<file path="src/rtl/seq_det_serializer.sv">
// Parallel-to-serial front end for the 1011 sequence detector: one-word skid
// buffer in front of a bit_en-paced shift register with registered serial outputs.
module seq_det_serializer #(
  parameter int DATA_W    = 8,
  parameter bit MSB_FIRST = 1'b1,
  parameter bit IDLE_BIT  = 1'b0
) (
  input  logic              clock,
  input  logic              rst,
  input  logic [DATA_W-1:0] in_data,
  input  logic              in_last,
  input  logic              in_valid,
  output logic              in_ready,
  input  logic              bit_en,
  output logic              out_bit,
  output logic              out_bit_valid,
  output logic              frame_done,
  output logic              busy
);

  localparam int CNT_W = (DATA_W > 1) ? $clog2(DATA_W) : 1;
  localparam logic [CNT_W-1:0] CNT_MAX = CNT_W'(DATA_W - 1);

  typedef enum logic {IDLE, SHIFT} state_t;

  state_t            state;
  logic [DATA_W-1:0] sreg;
  logic [DATA_W-1:0] hold;
  logic              sreg_last;
  logic              hold_last;
  logic              hold_full;
  logic [CNT_W-1:0]  cnt;

  logic              emit;
  logic              last_edge;
  logic              accept;
  logic              cur_bit;
  logic [DATA_W-1:0] sreg_shifted;

  assign in_ready  = !hold_full;
  assign busy      = (state == SHIFT) || hold_full;
  assign emit      = (state == SHIFT) && bit_en;
  assign last_edge = emit && (cnt == CNT_MAX);
  assign accept    = in_valid && !hold_full;

  generate
    if (MSB_FIRST) begin : g_msb
      assign cur_bit      = sreg[DATA_W-1];
      assign sreg_shifted = {sreg[DATA_W-2:0], 1'b0};
    end else begin : g_lsb
      assign cur_bit      = sreg[0];
      assign sreg_shifted = {1'b0, sreg[DATA_W-1:1]};
    end
  endgenerate

  always_ff @(posedge clock) begin
    if (rst) begin
      state         <= IDLE;
      cnt           <= '0;
      hold_full     <= 1'b0;
      out_bit       <= IDLE_BIT;
      out_bit_valid <= 1'b0;
      frame_done    <= 1'b0;
    end else begin
      out_bit       <= IDLE_BIT;
      out_bit_valid <= 1'b0;
      frame_done    <= 1'b0;

      if (emit) begin
        out_bit       <= cur_bit;
        out_bit_valid <= 1'b1;
        frame_done    <= last_edge && sreg_last;
        sreg          <= sreg_shifted;
        cnt           <= cnt + CNT_W'(1);
      end

      // The last-bit edge refills sreg from hold or straight from the input,
      // so consecutive words leave no gap on out_bit_valid.
      if (last_edge) begin
        cnt <= '0;
        if (hold_full) begin
          sreg      <= hold;
          sreg_last <= hold_last;
          hold_full <= 1'b0;
        end else if (accept) begin
          sreg      <= in_data;
          sreg_last <= in_last;
        end else begin
          state <= IDLE;
        end
      end else if (accept) begin
        if (state == IDLE) begin
          sreg      <= in_data;
          sreg_last <= in_last;
          cnt       <= '0;
          state     <= SHIFT;
        end else begin
          hold      <= in_data;
          hold_last <= in_last;
          hold_full <= 1'b1;
        end
      end
    end
  end

endmodule

</file>
<file path="config.mk">
export PLATFORM = sky130hd
export DESIGN_NAME = seq_det_serializer
export DESIGN_NICKNAME = d
export VERILOG_FILES = /design/src/rtl/seq_det_serializer.sv
export SDC_FILE = /design/constraint.sdc
export NUM_CORES = 1
export LEC_CHECK = 0
export CAP_MARGIN = 20
export CORE_MARGIN = 5
export CORE_UTILIZATION = 33
export DETAILED_ROUTE_END_ITERATION = 8
export HOLD_SLACK_MARGIN = 0.03
export PLACE_DENSITY = 0.51
export SETUP_SLACK_MARGIN = 0.5
export SLEW_MARGIN = 10
export SYNTH_ARGS = -nofsm -noshare
export SYNTH_HDL_FRONTEND = slang
export SYNTH_SLANG_ARGS = --single-unit
</file>
<file path="constraint.sdc">
create_clock -name clock -period 2.5 [get_ports clock]
set_input_delay 0.5 -clock clock [delete_from_list [all_inputs] [get_ports clock]]
set_output_delay 0.5 -clock clock [all_outputs]
set_load 0.05 [all_outputs]
</file>
==> results.yml <==
clocking:
  cts_hold_buffers: 0
  tritoncts_num_sinks: 26
  ctsHtreeMaxLevel: 1
  cts.path.max_buffers: 2
  clk_pin_slew_worst_setup_hold_paths_ns: 0.15
  clock-root-buffer: "sky130_fd_sc_hd__clkbuf_4"
  insertion_delay_ns: 0.32
  cts_made_buffers: 3
  cts_tree: "built"
layout:
  syn2layout_area_growth_pct: 22.4
  nets: 127
  layout_common_cells: "sky130_fd_sc_hd__edfxtp_1, sky130_fd_sc_hd__clkdlybuf4s50_1, sky130_fd_sc_hd__dfxtp_1"
  diodes: 0
  final_common_cell: "sky130_fd_sc_hd__edfxtp_1"
  final_layout_size_suffix_gt1_share_pct: 12.6
  stdcell_count: 157
floorplanning:
  initial_utilization_pct: 34.6
  floorplan.rows: 21
  die_h_um: 69.6
  die_x_um: 69.6
  coreArea_um2: 3390
  die_ar_um2: 4840
  ios: 18
pwr:
  max-vdd-ir-drop_v: 0.000210
  p_total_w: 0.000915
  static-leakage-power_nw: 0.554
  p_per_area_nw_per_um2: 637
setup_path:
  critical_path.n_buffers_inverters: 1
  crit-reg2reg-capture: "sreg_last"
  path_delay_family: "buffers and inverters"
  worstRegToRegCells: 5
  start_kind: "flop"
  cp_cell_instances: "clkdlybuf4s50_1"
  reg2reg_setup_slack_ns: 0.67
  source_of_the_worst_register_to_register_timing_path: "cnt[0]"
  critical_path.max_stage_delay_ns: 0.79
  setup.worst_path.end_class: "output pin"
  highest_fanout_seen_on_the_critical_path: 1
  critical_path.startpoint: "out_bit"
  critical-path-slowest-cell: "sky130_fd_sc_hd__clkdlybuf4s50_1"
  path_class: "reg -> out"
  worstPathArrival_ns: 1.44
  worst-endpoint-required_ns: 2.00
routing:
  drt.antenna.violating_nets: 0
  post_dr_wirelength_cell_um: 13.8
  drt_pass1_iterations: 4
  detail_route.wirelength_mm: 2.17
  detailedRoute.firstIterationViolations: 41
  viasPerCell: 4.78
  dr_drc_count: 0
  routed-via-count: 750
job:
  drv.max_cap_violation_count: 0
synthesis:
  synth_area_um2: 1170
  seq_area_frac_synth_pct: 59.8
  net_count_of_the_mapped_netlist: 106
  synth_area_per_cell_um2: 12.9
  synth_cell_type_count: 27
  yosys_warnings: 0
  number_of_instances_in_the_synthesized_netlist: 91
  number_of_synthesized_register_bits: 26
status:
  status: "finished, final reports clean"
place:
  dpl_worst_slack_ns: 0.284
  place.port_buffers: 17
  routabilityCongestion: 0.770
  dp.final_hpwl_mm: 1.62
  numPlacedInstances: 153
sta:
  clock.fmax_mhz: 514
  layout_worst_path_cycle_share_pct: 77.8
  total_neg_setup_slack_ns: 0
  hold_viol_final: 0
  report.final.setup_viol: 0
  slew_headroom_pct: 66.5
  period_needed_ns: 1.94
  tightestPinTransition_ns: 0.502
  slew_viol_final: 0
  unrepaired_setup_endpoints_after_global_routing: "no"
  fin_hold_ws_ns: 0.475
  timing.clock.skew_ns: 0.0142
  final.setup.worst_slack_ns: 0.555
worst_hold_path:
  hold_depth: 2
  hold_path_end: "cnt[1]"
  worst_hold_startpoint: "cnt[1]"
  hp-class: "reg -> reg"
grt:
  grt_pass1_vias: 794
  grt_first_pass_wirelength_mm: 3.75
  globalRouteTotalUtil_pct: 9.56
  grt_antenna_before_repair: 0
  pin_count_of_the_biggest_net_entering_global_routing: 16
  residual_overflow_from_global_routing: 0
[how the worst max path moves through the flow]
stage	endpoint	slack, ns	cells after the start
floorplan	sreg_last	0.93	6
finish	out_bit	0.56	1
CTS	busy	0.52	2
detailed placement	sreg_last	0.28	4
global route	out_bit	0.53	1
global placement	sreg_last	0.33	4
[registers in the layout, indices dropped and copies added, names as in the netlist]
signal and count:
cnt 3, out_bit_valid 1, hold_last 1, out_bit 1, sreg 8, hold_full 1, state 1, sreg_last 1
frame_done 1, hold 8
[report_power, final]
part           switching (W)  leakage, nW  total [W]  internal [W]
clock network       0.000127       0.0279   0.000289      0.000162
logic              0.0000673        0.290   0.000126     0.0000584
registers          0.0000114        0.236   0.000500      0.000489
[synth_stat cells]
cell type	n	share of area, %
sky130_fd_sc_hd__mux2i_1	7	6.0
sky130_fd_sc_hd__and4_1	2	1.5
sky130_fd_sc_hd__buf_2	2	0.85
sky130_fd_sc_hd__o211ai_1	1	0.64
sky130_fd_sc_hd__a31oi_1	1	0.53
sky130_fd_sc_hd__a21boi_4	1	1.6
sky130_fd_sc_hd__o21ai_0	2	0.85
sky130_fd_sc_hd__buf_4	1	0.64
sky130_fd_sc_hd__buf_6	3	2.9
sky130_fd_sc_hd__o21ai_1	7	3.0
sky130_fd_sc_hd__mux2_4	1	1.3
sky130_fd_sc_hd__and2_1	2	1.1
sky130_fd_sc_hd__inv_1	2	0.64
sky130_fd_sc_hd__nand3_1	5	2.1
sky130_fd_sc_hd__nand2b_4	1	1.2
sky130_fd_sc_hd__ha_1	2	2.1
sky130_fd_sc_hd__nor2_1	2	0.64
sky130_fd_sc_hd__nor2b_1	2	1.1
sky130_fd_sc_hd__or2_2	1	0.53
sky130_fd_sc_hd__nand2_1	6	1.9
sky130_fd_sc_hd__dfxtp_1	8	14
sky130_fd_sc_hd__a32oi_1	7	5.2
sky130_fd_sc_hd__xor2_1	1	0.75
sky130_fd_sc_hd__edfxtp_1	18	46
sky130_fd_sc_hd__a21bo_1	1	0.85
sky130_fd_sc_hd__nor3b_1	1	0.64
sky130_fd_sc_hd__a21oi_1	4	1.7
[layer usage]
| layer | share of wire, % | wire length [um] | up-vias | GRT usage [%] |
|---|---|---|---|---|
| li1 | - | - | 384 | - |
| met1 | 54 | 1170 | 350 | 13.7 |
| met2 | 42 | 908 | 14 | 13.9 |
| met3 | 3.7 | 80 | 2 | 2.03 |
| met4 | 0.78 | 17 | 0 | 3.90 |
| met5 | 0 | 0 | - | 0 |
[kinds of logic (layout without fill, tap and decap cells)]
logic type / Yosys count / in the layout / share of synthesized area, %
fa+ha+maj: 2 / 2 / 2.13
mux: 8 / 8 / 7.26
flops: 26 / 26 / 59.8
simple gates: 22 / 22 / 10.7
buf+inv: 8 / 28 / 5.02
xor+xnor: 1 / 1 / 0.747
compound gates: 24 / 24 / 14.4
[repair_timing]
item	in CTS	in global routing
buffers inserted	0	0
endpoints found under the setup margin	2	2
resized for setup	2	3
endpoints found under the hold margin	0	0
[final cells by class]
| class | instances | area (um2) |
|---|---|---|
| inverter | 2 | 7.51 |
| tap | 46 | 57.6 |
| fill | 324 | 1950 |
| sequential | 26 | 701 |
| clock buffer | 3 | 22.5 |
| multi-input combinational | 57 | 413 |
| timing repair buffer | 22 | 204 |
| clock inverter | 1 | 30.0 |
[worst min-delay path, stage by stage, from the launching register on]
cell	delay (ns)
sky130_fd_sc_hd__dfxtp_1	0.34
sky130_fd_sc_hd__nand2_1	0.05
sky130_fd_sc_hd__a21oi_1	0.05
[through the flow]
| stage | util (%) | cell area (um2) |
|---|---|---|
| 2_1_floorplan | - | 1170 |
| 3_3_place_gp | 40.9 | 1390 |
| 3_5_place_dp | 40.9 | 1390 |
| 4_1_cts | 42.4 | 1440 |
| 5_1_grt | 42.3 | 1440 |
| 6_report | 42.3 | 1440 |
No activity file was read; power rests on OpenSTA's default activity.
